==> config.mk <==
export PLATFORM = sky130hd
export DESIGN_NAME = trig_gen
export DESIGN_NICKNAME = d
export VERILOG_FILES = /design/src/rtl/trig_gen.sv
export SDC_FILE = /design/constraint.sdc
export NUM_CORES = 1
export LEC_CHECK = 0
export CAP_MARGIN = 20
export CORE_ASPECT_RATIO = 1.4
export CORE_MARGIN = 2
export CORE_UTILIZATION = 40
export CTS_BUF_LIST = sky130_fd_sc_hd__clkbuf_8
export CTS_CLUSTER_DIAMETER = 60
export CTS_CLUSTER_SIZE = 30
export DETAILED_ROUTE_END_ITERATION = 16
export GPL_ROUTABILITY_DRIVEN = 0
export PLACE_DENSITY = 0.66
export SYNTH_ARGS = -nofsm -noshare
export SYNTH_HDL_FRONTEND = slang
export SYNTH_SLANG_ARGS = --single-unit
==> constraint.sdc <==
create_clock -name C -period 3.1 [get_ports C]
set_clock_uncertainty 0.05 [all_clocks]
set_input_delay 0.62 -clock C [delete_from_list [all_inputs] [get_ports C]]
set_output_delay 0.62 -clock C [all_outputs]
set_load 0.02 [all_outputs]
==> src/rtl/trig_gen.sv <==
// rtl/trig_gen.sv - retriggerable fixed-width pulse generator with one-deep pending request and sticky overrun
module trig_gen #(
    parameter int WIDTH = 10050,
    parameter int GAP   = 10050
) (
    input  logic C,
    input  logic RN,
    input  logic EN,
    input  logic REQ,
    input  logic CLR,
    output logic O,
    output logic BUSY,
    output logic OVF
);

    typedef enum logic [1:0] {
        S_IDLE = 2'd0,
        S_HIGH = 2'd1,
        S_GAP  = 2'd2
    } state_t;

    // Counters hold "cycles remaining minus one", so the load values are N-1.
    localparam logic [15:0] LP_W_LOAD = 16'(WIDTH - 1);
    localparam logic [15:0] LP_G_LOAD = 16'(GAP - 1);

    state_t      r_state;
    state_t      w_state_nxt;
    logic [15:0] r_cnt;
    logic [15:0] w_cnt_nxt;
    logic        r_pend;
    logic        w_pend_nxt;
    logic        r_o;
    logic        w_o_nxt;
    logic        r_busy;
    logic        w_busy_nxt;
    logic        r_ovf;
    logic        w_ovf_nxt;
    logic        w_ovr;

    // State, counter, pending latch and registered outputs.
    always_ff @(posedge C or negedge RN) begin
        if (!RN) begin
            r_state <= S_IDLE;
            r_cnt   <= 16'd0;
            r_pend  <= 1'b0;
            r_o     <= 1'b0;
            r_busy  <= 1'b0;
            r_ovf   <= 1'b0;
        end else begin
            r_state <= w_state_nxt;
            r_cnt   <= w_cnt_nxt;
            r_pend  <= w_pend_nxt;
            r_o     <= w_o_nxt;
            r_busy  <= w_busy_nxt;
            r_ovf   <= w_ovf_nxt;
        end
    end

    // Next-state, counter and pending/overrun decisions; outputs follow the next state.
    always_comb begin
        w_state_nxt = r_state;
        w_cnt_nxt   = r_cnt;
        w_pend_nxt  = r_pend;
        w_ovr       = 1'b0;

        if (!EN) begin
            // Abort: any pulse in flight and any queued request are discarded.
            w_state_nxt = S_IDLE;
            w_cnt_nxt   = 16'd0;
            w_pend_nxt  = 1'b0;
        end else begin
            case (r_state)
                S_IDLE: begin
                    // A request left pending at a GAP exit starts the pulse from IDLE;
                    // a simultaneous fresh request then becomes the new pending one.
                    if (REQ || r_pend) begin
                        w_state_nxt = S_HIGH;
                        w_cnt_nxt   = LP_W_LOAD;
                        w_pend_nxt  = r_pend && REQ;
                    end
                end
                S_HIGH: begin
                    if (r_cnt == 16'd0) begin
                        w_state_nxt = S_GAP;
                        w_cnt_nxt   = LP_G_LOAD;
                    end else begin
                        w_cnt_nxt = r_cnt - 16'd1;
                    end
                    if (REQ) begin
                        if (r_pend) w_ovr = 1'b1;
                        else        w_pend_nxt = 1'b1;
                    end
                end
                S_GAP: begin
                    if (r_cnt == 16'd0) begin
                        if (r_pend) begin
                            // Pending pulse consumes the latch on this edge, so a
                            // request arriving now has nowhere to go.
                            w_state_nxt = S_HIGH;
                            w_cnt_nxt   = LP_W_LOAD;
                            w_pend_nxt  = 1'b0;
                            w_ovr       = REQ;
                        end else begin
                            w_state_nxt = S_IDLE;
                            w_cnt_nxt   = 16'd0;
                            w_pend_nxt  = REQ;
                        end
                    end else begin
                        w_cnt_nxt = r_cnt - 16'd1;
                        if (REQ) begin
                            if (r_pend) w_ovr = 1'b1;
                            else        w_pend_nxt = 1'b1;
                        end
                    end
                end
                default: begin
                    w_state_nxt = S_IDLE;
                    w_cnt_nxt   = 16'd0;
                    w_pend_nxt  = 1'b0;
                end
            endcase
        end

        w_o_nxt    = (w_state_nxt == S_HIGH);
        w_busy_nxt = (w_state_nxt != S_IDLE);
        // A new overrun beats a clear on the same edge.
        w_ovf_nxt  = w_ovr ? 1'b1 : (CLR ? 1'b0 : r_ovf);
    end

    assign O    = r_o;
    assign BUSY = r_busy;
    assign OVF  = r_ovf;

endmodule

==> Implementation_results.wiki <==
{| class="wikitable"
! Metric !! Value
|-
| Status || finished, final reports clean
|-
| Gate count of the mapped netlist || 152
|-
| Proportion of layout cells with a drive suffix above 1 || 9.259%
|-
| Post-route minimum period || 2.433 ns
|-
| Cell total after placement || 198
|-
| Global-route total usage across every layer || 18.48%
|-
| Antenna fix cells || 0
|-
| Buffer depth of the longest clock path || 2
|-
| Quantity of gates resized following cts || 0
|-
| Most area-consuming cells after synthesis || sky130_fd_sc_hd__dfrtp_1, sky130_fd_sc_hd__o21ai_0, sky130_fd_sc_hd__a21oi_1
|-
| Reg clk slew, reported paths || 0.08 ns
|-
| Number of port buffers || 7
|-
| Share of flip-flops with an asynchronous set or reset || 100.0%
|-
| Critical path data required time || 3.17 ns
|-
| Growth of design area from synthesis to finish || 13.77%
|-
| Footprint of the flip-flops and latches || 550.5 um2
|-
| Period Utilization, post-route || 78.47%
|-
| Highest fanout seen on the critical path || 8
|-
| WHS || 0.4556 ns
|-
| Number of filler instances in the final layout || 348
|-
| Effective utilization at floorplan || 41.09%
|-
| Peak supply drop || 516.4 uV
|-
| Number of nets in the finished design || 173
|-
| Fin cells || 202
|-
| Endpoint type of the worst setup path || flop
|-
| Die height || 73.06 um
|-
| Post-Syn Area || 1363 um2
|-
| Setup repair after global routing missed its margin || false
|-
| TritonCTS clock tree || built
|-
| Highest-delay cell along the critical path || sky130_fd_sc_hd__nor4_4
|-
| H-tree levels || 1
|-
| Number of global-route vias before repair || 1204
|-
| Post-CTS Repair Setup Buffers || 0
|-
| Slew Limit Headroom || 64.03%
|-
| Total Wirelength || 3.218 mm
|-
| Yosys top cell by area || sky130_fd_sc_hd__dfrtp_1
|-
| Count of yosys warnings during synthesis || 0
|-
| Pin count of the biggest net entering global routing || 23
|-
| Number of sinks on the clock net || 22
|-
| Setup slack on the worst flop-to-flop path || 0.67 ns
|-
| Synthesized flop and latch total || 22
|-
| CP Launch Type || flop
|-
| Wire length per cell after detailed routing || 15.93 um
|-
| Most used standard cell by instance count after synthesis || sky130_fd_sc_hd__dfrtp_1
|-
| Number of I/O pins || 8
|-
| Post-Syn Area per Cell || 8.964 um2
|-
| Combinational family with the most area after synthesis || simple AND/OR/NAND/NOR gates
|-
| Mux share of post-synthesis cell area || 0.7346%
|-
| Total die area || 3896 um2
|-
| Worst setup path class || flop to flop
|-
| Width of the chip || 53.33 um
|-
| Number of antenna violations at the first check in global routing || 0
|-
| Worst setup timing slack at the placement stage || 0.4343 ns
|-
| Via count of the routed design || 1220
|-
| DR pass1 iterations || 4
|-
| Dominant register cell in the synthesized netlist || sky130_fd_sc_hd__dfrtp_1
|-
| Hold Vio Cnt, Final || 0
|-
| Leakage dissipation || 0.6781 nW
|-
| Maximum capacitance violations || 0
|-
| Worst slew pin tran || 0.5350 ns
|-
| Crit path DAT || 2.51 ns
|-
| Hold-fix buffers at CTS || 0
|-
| Setup Viol. Count Final || 0
|-
| Accumulated negative setup slack || 0 ns
|-
| Site Rows || 25
|-
| Final antenna-violating net count || 0
|-
| Synth Net Count || 162
|-
| Leftover overflow at the end of global routing || 0
|-
| Area of combinational cells with multiple inputs || 767.0 um2
|-
| Cell-by-cell listing of the critical path || nor4_4, and4_1, nand2_4, o31ai_1, o221ai_1
|-
| Post-synth EDFFs || 0
|-
| Parity-gate share of the synthesized area counting xor and xnor cells || 1.286%
|-
| Total power density per cell area || 1001 nW/um2
|-
| Iteration-0 DRC Markers || 39
|-
| Post-Synth Simple-Gate Area || 25.90%
|-
| Adder-Cell Fraction of Synth Area || 4.591%
|-
| Detailed Place HPWL || 2.363 mm
|-
| Compound-gate portion of the synthesized area || 23.78%
|-
| Clock latency on the worst-skew pair || 0.27 ns
|-
| First-pass GRT wire length || 5.457 mm
|-
| Slack of the critical path || 0.6674 ns
|-
| CTS buffer count || 3
|-
| Number of design rule violations left after detail routing || 0
|-
| Worst min-delay path category || flop to flop
|-
| Top-area cell type share of the netlist area || 40.40%
|-
| Routed vias/inst || 6.040
|-
| Top cells by count, synth || sky130_fd_sc_hd__dfrtp_1, sky130_fd_sc_hd__o21ai_0, sky130_fd_sc_hd__a21oi_1, sky130_fd_sc_hd__nand2_1, sky130_fd_sc_hd__nor2_1
|-
| Yosys cell types || 42
|-
| Root buffer cell || sky130_fd_sc_hd__clkbuf_8
|-
| Number of pins exceeding their max-slew limit in the final report || 0
|-
| Upper clock frequency limit || 0.4111 GHz
|-
| Final Util || 46.75%
|-
| Core Area || 3316 um2
|-
| Register area share after synthesis || 40.40%
|-
| Slowest stage delay, CP || 0.49 ns
|}
## cell families after synthesis
logic type	count (synthesis)
multiplexers	1
adder cells (fa/ha/maj)	5
AND/OR/NAND/NOR	60
XOR/XNOR	2
flip-flops	22
AO/OA/AOI/OAI	52
buffers and inverters	10
## per-stage QoR
stage	instance area [um2]	total power, mW
floorplan	1363	1.090
global placement	1479	1.257
detailed placement	1479	1.270
CTS	1550	1.548
global route	1550	1.666
finish	1550	1.552
## sequential cells by signal, summed over array words and instances (netlist names)
register  cells
r_pend        1
O             1
r_state       2
BUSY          1
r_cnt        16
OVF           1
## metal layers
metal / up-vias / share of wire, % / track usage, %
li1: 592 / - / -
met1: 599 / 41 / 21.59
met2: 24 / 54 / 33.61
met3: 5 / 3.0 / 1.844
met4: 0 / 1.6 / 6.838
met5: - / 0 / 0
## worst paths after layout
path	from	to	depth (start not counted)
max in group asynchronous	RN	r_cnt[10]$_DFFE_PN0P_	2
max reg2reg	r_cnt[3]$_DFFE_PN0P_	r_cnt[0]$_DFFE_PN0P_	5
min reg2reg	r_cnt[14]$_DFFE_PN0P_	r_cnt[14]$_DFFE_PN0P_	1
max	r_cnt[3]$_DFFE_PN0P_	r_cnt[0]$_DFFE_PN0P_	5
min	r_cnt[14]$_DFFE_PN0P_	r_cnt[14]$_DFFE_PN0P_	1
min in group asynchronous	RN	r_cnt[4]$_DFFE_PN0P_	2
## critical path: cells and delay by family, from the launching register on
kind,cells,cell delay [ns]
AND/OR/NAND/NOR,3,1.07
AO/OA/AOI/OAI,2,0.69
flip-flops,1,0.46
## placed cells by master, fill, tap and decap left out, types with 2 or more instances in the layout
cell	synthesis	final
sky130_fd_sc_hd__o21ai_0	18	18
sky130_fd_sc_hd__a31oi_1	5	5
sky130_fd_sc_hd__nand4_1	4	4
sky130_fd_sc_hd__o211ai_1	3	3
sky130_fd_sc_hd__buf_4	0	2
sky130_fd_sc_hd__clkbuf_8	0	3
sky130_fd_sc_hd__nand2b_1	5	5
sky130_fd_sc_hd__xor2_1	2	2
sky130_fd_sc_hd__nand3_1	6	6
sky130_fd_sc_hd__dfrtp_1	22	22
sky130_fd_sc_hd__inv_1	7	7
sky130_fd_sc_hd__nand2_1	13	13
sky130_fd_sc_hd__nor2_1	10	10
sky130_fd_sc_hd__a221o_1	3	3
sky130_fd_sc_hd__nor3_1	8	8
sky130_fd_sc_hd__a21oi_1	13	13
sky130_fd_sc_hd__clkdlybuf4s50_1	0	7
sky130_fd_sc_hd__ha_1	5	5
## cell type report
| class | count | share of cell area (%) |
|---|---|---|
| tap | 40 | 3.228 |
| sequential | 22 | 35.51 |
| inverter | 7 | 1.695 |
| clock inverter | 1 | 1.937 |
| multi-input combinational | 120 | 49.48 |
| clock buffer | 3 | 2.663 |
| timing repair buffer | 9 | 5.488 |
## power breakdown
| part | switching [mW] | total [mW] | internal [mW] |
|---|---|---|---|
| clock network | 0.101 | 0.274 | 0.173 |
| logic | 0.480 | 0.786 | 0.306 |
| registers | 0.118 | 0.493 | 0.374 |
| total | 0.699 | 1.55 | 0.853 |
Note: power is estimated with default switching activity, not from simulation.
==> RTL change 1, RTL diff (config.mk and constraints unchanged) <==
Remove the register `r_o`: a continuous assignment takes its place, so the output `O` follows one clock earlier.
--- a/src/rtl/trig_gen.sv
+++ b/src/rtl/trig_gen.sv
@@ -43,18 +43,18 @@
             r_state <= S_IDLE;
             r_cnt   <= 16'd0;
             r_pend  <= 1'b0;
-            r_o     <= 1'b0;
             r_busy  <= 1'b0;
             r_ovf   <= 1'b0;
         end else begin
             r_state <= w_state_nxt;
             r_cnt   <= w_cnt_nxt;
             r_pend  <= w_pend_nxt;
-            r_o     <= w_o_nxt;
             r_busy  <= w_busy_nxt;
             r_ovf   <= w_ovf_nxt;
         end
     end
+
+    assign r_o = w_o_nxt;
 
     // Next-state, counter and pending/overrun decisions; outputs follow the next state.
     always_comb begin
Function: changed (a bounded check fails within 4 cycles, from zero or initial values).
==> RTL change 1 against the original RTL <==
Wire length increased by 14%; total power is 21% lower; cell area increased by 13%; largest cell class unchanged; synthesized area shrank 2.0%; setup slack worse by 0.62 ns; clock power down 34%; first-iteration DRC count is 46% higher; global-route usage is 3.8 points higher; hold slack improved by 0.016 ns; sequential cell count is 1 lower; critical path type is now reg2out; utilization is 8.7 points higher; largest power group unchanged.
==> RTL change 1: results (changes against the original RTL) <==
net switching power figure: 497 uW (-29%)
share of cells above drive strength 1: 0.293 (+0.201)
nets: 195 (+13%)
Yosys warning total: 0 (unchanged)
post-detail-place hpwl: 2.75 mm (+16%)
post-synth net total: 157 (-3.1%)
largest net degree at the start of global routing: 22 (-4.3%)
HP Class: reg2reg
crit share post-route: 0.984 (+0.199)
Peak VDD IR: 354 uV (-31%)
Port Buffers: 7 (unchanged)
Async SR Flop Fraction: 1.00 (unchanged)
total track usage: 0.223 (+0.0384)
Slowest-stage cell, CP: or4_4
First DRT Iteration DRCs: 57 (+46%)
Final setup viols: 0 (unchanged)
Hold Vio Cnt, Final: 0 (unchanged)
sequential power: 366 uW (-26%)
Slew @ Worst Pin: 0.591 ns (+0.0559 ns)
DR vias: 1342 (+10%)
antenna violations before repair: 0 (unchanged)
Synth Area in Compound Gates: 0.261 (+0.0227)
Cell variety after synth: 40 (-4.8%)
TritonCTS Buffers: 3 (unchanged)
xor-xnor portion of the synthesized cell area: 0 (-0.0129)
first-pass iteration count of the detailed router: 5 (+1)
Crit path max-delay family: simple AND/OR/NAND/NOR gates
clock root cell: clkbuf_8
top cells by area, synth: dfrtp_1 39%, a31oi_1 5.2%, ha_1 4.7%, nor2_1 3.9%, a21oi_1 3.7%
mux contribution to synthesized area: 0.00843 (+0.00109)
most frequent cells after synthesis: 21 x dfrtp_1, 14 x nor2_1, 13 x nand2_1
post-place setup slack: -0.331 ns (-0.765 ns)
leakage power: 0.773 nW (+14%)
htree depth: 1 (unchanged)
ANT cells: 0 (unchanged)
fillers: 296 (-15%)
vias in the first global route: 1408 (+17%)
final WL: 3.68 mm (+14%)
Clock Path Buffers: 2 (unchanged)
Top FF cell, synth: dfrtp_1
first-pass GRT wire length: 6.33 mm (+16%)
critical-path maximum fanout: 3 (-5)
clock network power: 181 uW (-34%)
post-synthesis sequential area ratio: 0.394 (-0.0104)
critical path's largest stage delay: 0.61 ns (+0.12 ns)
status: completed
Largest regs: r_cnt (16), r_state (2)
Clock Latency Late Sink: 0.26 ns
clock slew at reported path FFs: 0.08 ns (about the same)
Adder-Cell Fraction of Synth Area: 0.0469 (+0.000947)
[RTL change 1: kinds of logic after synthesis]
family / Yosys count
AND/OR/NAND/NOR: 56
AO/OA/AOI/OAI: 51
buffers and inverters: 13
flip-flops: 21
multiplexers: 1
adder cells (fa/ha/maj): 5
[RTL change 1: metrics by stage]
| step | TNS (ns) | std cells | area, um2 | power, mW | util |
|---|---|---|---|---|---|
| floorplan | 0 | 147 | 1340 | 0.752 | - |
| global placement | -0.261 | 217 | 1650 | 0.981 | 0.524 |
| detailed placement | -0.331 | 217 | 1650 | 0.999 | 0.524 |
| CTS | 0 | 222 | 1720 | 1.20 | 0.546 |
| global route | -0.0340 | 223 | 1750 | 1.30 | 0.555 |
| finish | 0 | 223 | 1750 | 1.22 | 0.555 |
[RTL change 1: layout make-up]
type / instances / area share
timing repair buffer: 40 / 0.187
sequential: 21 / 0.300
clock inverter: 1 / 0.00215
clock buffer: 3 / 0.0236
inverter: 6 / 0.0129
multi-input combinational: 113 / 0.446
tap: 39 / 0.0279
[RTL change 1: worst paths after layout]
path,startpoint,end,slack (ns),cells after the start
setup / recovery,r_cnt[13],O,0.05,6
hold / removal,OVF,OVF,0.47,2
setup reg to reg,r_state[0],r_cnt[11],0.62,8
hold reg to reg,OVF,OVF,0.47,2
max in group asynchronous,RN,r_cnt[2],1.95,2
min in group asynchronous,RN,r_cnt[0],0.61,1
[RTL change 1: what timing repair did]
action	CTS	global route
hold buffers	0	0
pin swaps	3	2
setup buffers	1	0
gates resized for setup	10	3
endpoints found under the setup margin	1	1
[RTL change 1: layer usage]
metal	up-vias	wire length, um	share of wire	GRT usage
met3	15	182	0.049	0.0185
met2	67	2000	0.54	0.421
met4	0	129	0.035	0.0912
met1	634	1370	0.37	0.247
li1	626	-	-	-
met5	-	0	0	0
==> RTL change 2, RTL diff (config.mk and constraints unchanged) <==
Without the edit above. Set the parameter `GAP` to 5025 (it was 10050).
--- a/src/rtl/trig_gen.sv
+++ b/src/rtl/trig_gen.sv
@@ -1,7 +1,7 @@
 // rtl/trig_gen.sv - retriggerable fixed-width pulse generator with one-deep pending request and sticky overrun
 module trig_gen #(
     parameter int WIDTH = 10050,
-    parameter int GAP   = 10050
+    parameter int GAP   = 5025
 ) (
     input  logic C,
     input  logic RN,
Check against the original RTL: same outputs for any inputs over 10 cycles, from zero or initial values; that may be too few to reach the edited logic, so the function may still have changed.
==> RTL change 2 against the original RTL <==
Die area shrank 2.8%; wire length shrank 6.9%; sequential cell count is the same; cell area shrank 3.5%; synthesized area shrank 3.0%; critical path type unchanged; fmax shrank 6.0%; largest cell class unchanged; setup slack lost 0.15 ns.
Power is not compared: it rests on default switching activity, and its combinational part moved more than twofold at a synthesized area within 25%.
==> RTL change 2: results (changes against the original RTL) <==
Pwr Total: 1.06 mW
WP data arrival: 2.68 ns (+0.17 ns)
xor-xnor portion of the synthesized cell area: 0.0398 (+0.0269)
hold depth: 1 (unchanged)
fillers: 318 (-8.6%)
total track usage: 0.179 (-0.00571)
Hold Worst Slack: 0.437 ns (-0.0185 ns)
Clock Latency Late Sink: 0.27 ns (about the same)
Yosys warning total: 0 (unchanged)
CP Launch Type: register
Async SR Flop Fraction: 1.00 (unchanged)
leakage power: 0.614 nW
r2r setup slk: 0.51 ns (-0.15 ns)
Congestion Overflow GR: 0 (unchanged)
final WL: 3.00 mm (-6.9%)
post-synth net total: 157 (-3.1%)
hold endpoint: r_cnt[12]
post-CTS sizing: 0 (unchanged)
Clock Path Buffers: 2 (unchanged)
Slowest-stage cell, CP: or4_4
nets: 166 (-4.0%)
antenna violations before repair: 0 (unchanged)
htree depth: 1 (unchanged)
mux contribution to synthesized area: 0.00852 (+0.00118)
routed vias/inst: 5.90 (-2.4%)
share of cells above drive strength 1: 0.0839 (-0.00872)
HP Class: reg2reg
ANT cells: 0 (unchanged)
Worst Reg2Reg Path Length in Cells: 5 (unchanged)
setup bufs post-CTS: 0 (unchanged)
TritonCTS Buffers: 3 (unchanged)
status: completed
clock slew at reported path FFs: 0.09 ns
Max-Slew Margin vs Limit: 0.619 (-0.0212)
post-detail-place hpwl: 2.28 mm (-3.5%)
Synth Area in Compound Gates: 0.185 (-0.0532)
vias in the first global route: 1144 (-5.0%)
DR DRC count: 0 (unchanged)
critical-path maximum fanout: 9 (+1)
Worst Hold Launch: r_cnt[12]
most frequent cells after synthesis: 22 x dfrtp_1, 16 x nor2_1, 9 x o21ai_0
largest net degree at the start of global routing: 23 (unchanged)
first-pass iteration count of the detailed router: 4 (unchanged)
Adder-Cell Fraction of Synth Area: 0.0473 (+0.00143)
post-place setup slack: 0.497 ns (+0.0628 ns)
First DRT Iteration DRCs: 40 (+2.6%)
die footprint: 3790 um2 (-2.8%)
clock root cell: clkbuf_8
Cell variety after synth: 41 (-2.4%)
R2R Path Start: r_cnt[6]
Peak VDD IR: 298 uV
capturing point of the worst reg2reg path: BUSY
first-pass GRT wire length: 5.18 mm (-5.1%)
top cells by area, synth: dfrtp_1 42%, ha_1 4.7%, nor2_1 4.5%, o21ai_0 3.4%, or3_1 3.3%
post-synthesis sequential area ratio: 0.417 (+0.0126)
critical path's largest stage delay: 0.58 ns (+0.09 ns)
Port Buffers: 7 (unchanged)
Largest regs: r_cnt (16), r_state (2)
==> RTL change 2: changes by cell type after synthesis, moves of 4 or more <==
cell	unedited run	this run
a21oi_1	13	6
nor2_1	10	16
or3_1	1	7
xnor2_1	0	4
nand2_1	13	7
o21ai_0	18	9
==> RTL change 2: worst max-delay path: cells and delay by family, from the launching register on <==
family / cells / cell delay [ns]
AO/OA/AOI/OAI: 2 / 0.51
flip-flops: 1 / 0.44
AND/OR/NAND/NOR: 3 / 1.47
==> RTL change 2: worst max-delay path by stage <==
stage	start	end	slack (ns)	cells after the start
2_1_floorplan	r_cnt[6]	BUSY	0.69	7
3_3_place_gp	REQ	r_cnt[14]	0.48	6
3_5_place_dp	REQ	r_cnt[14]	0.50	6
4_1_cts	r_cnt[6]	BUSY	0.53	5
5_1_grt	r_cnt[6]	BUSY	0.43	5
6_report	r_cnt[6]	BUSY	0.51	5
==> RTL change 2: kinds of logic after synthesis <==
family          count (synthesis)
simple gates                   62
compound gates                 37
flops                          22
buf+inv                        14
xor+xnor                        6
fa+ha+maj                       5
mux                             1
==> RTL change 2: layout make-up <==
cell class	instances	area, um2	share of cell area
Inverter	8	30.0	0.0201
Sequential cell	22	551	0.368
Multi-Input combinational cell	111	703	0.470
Tap cell	39	48.8	0.0326
Clock inverter	1	30.0	0.0201
Clock buffer	3	41.3	0.0276
Timing Repair Buffer	10	92.6	0.0619
==> RTL change 2: power by group through the flow <==
stage	registers (mW)	clock network (mW)	logic [mW]
after CTS	0.395	0.272	0.387
final	0.397	0.270	0.391
after detailed placement	0.401	0	0.384
after floorplan	0.389	0	0.307
after global placement	0.399	0	0.379
after global routing	0.404	0.284	0.435
==> RTL change 2: routing by layer <==
layer	wire length (um)	part of all wire	GRT usage
met5	0	0	0
met4	85	0.028	0.0741
met3	106	0.035	0.0247
met2	1510	0.50	0.306
met1	1290	0.43	0.223
==> RTL change 2: stage by stage <==
step | instances | area [um2] | utilization
final | 194 | 1500 | 0.479
after global routing | 194 | 1500 | 0.479
after CTS | 194 | 1500 | 0.479
after detailed placement | 190 | 1430 | 0.456
after global placement | 190 | 1430 | 0.456
after floorplan | 147 | 1320 | -
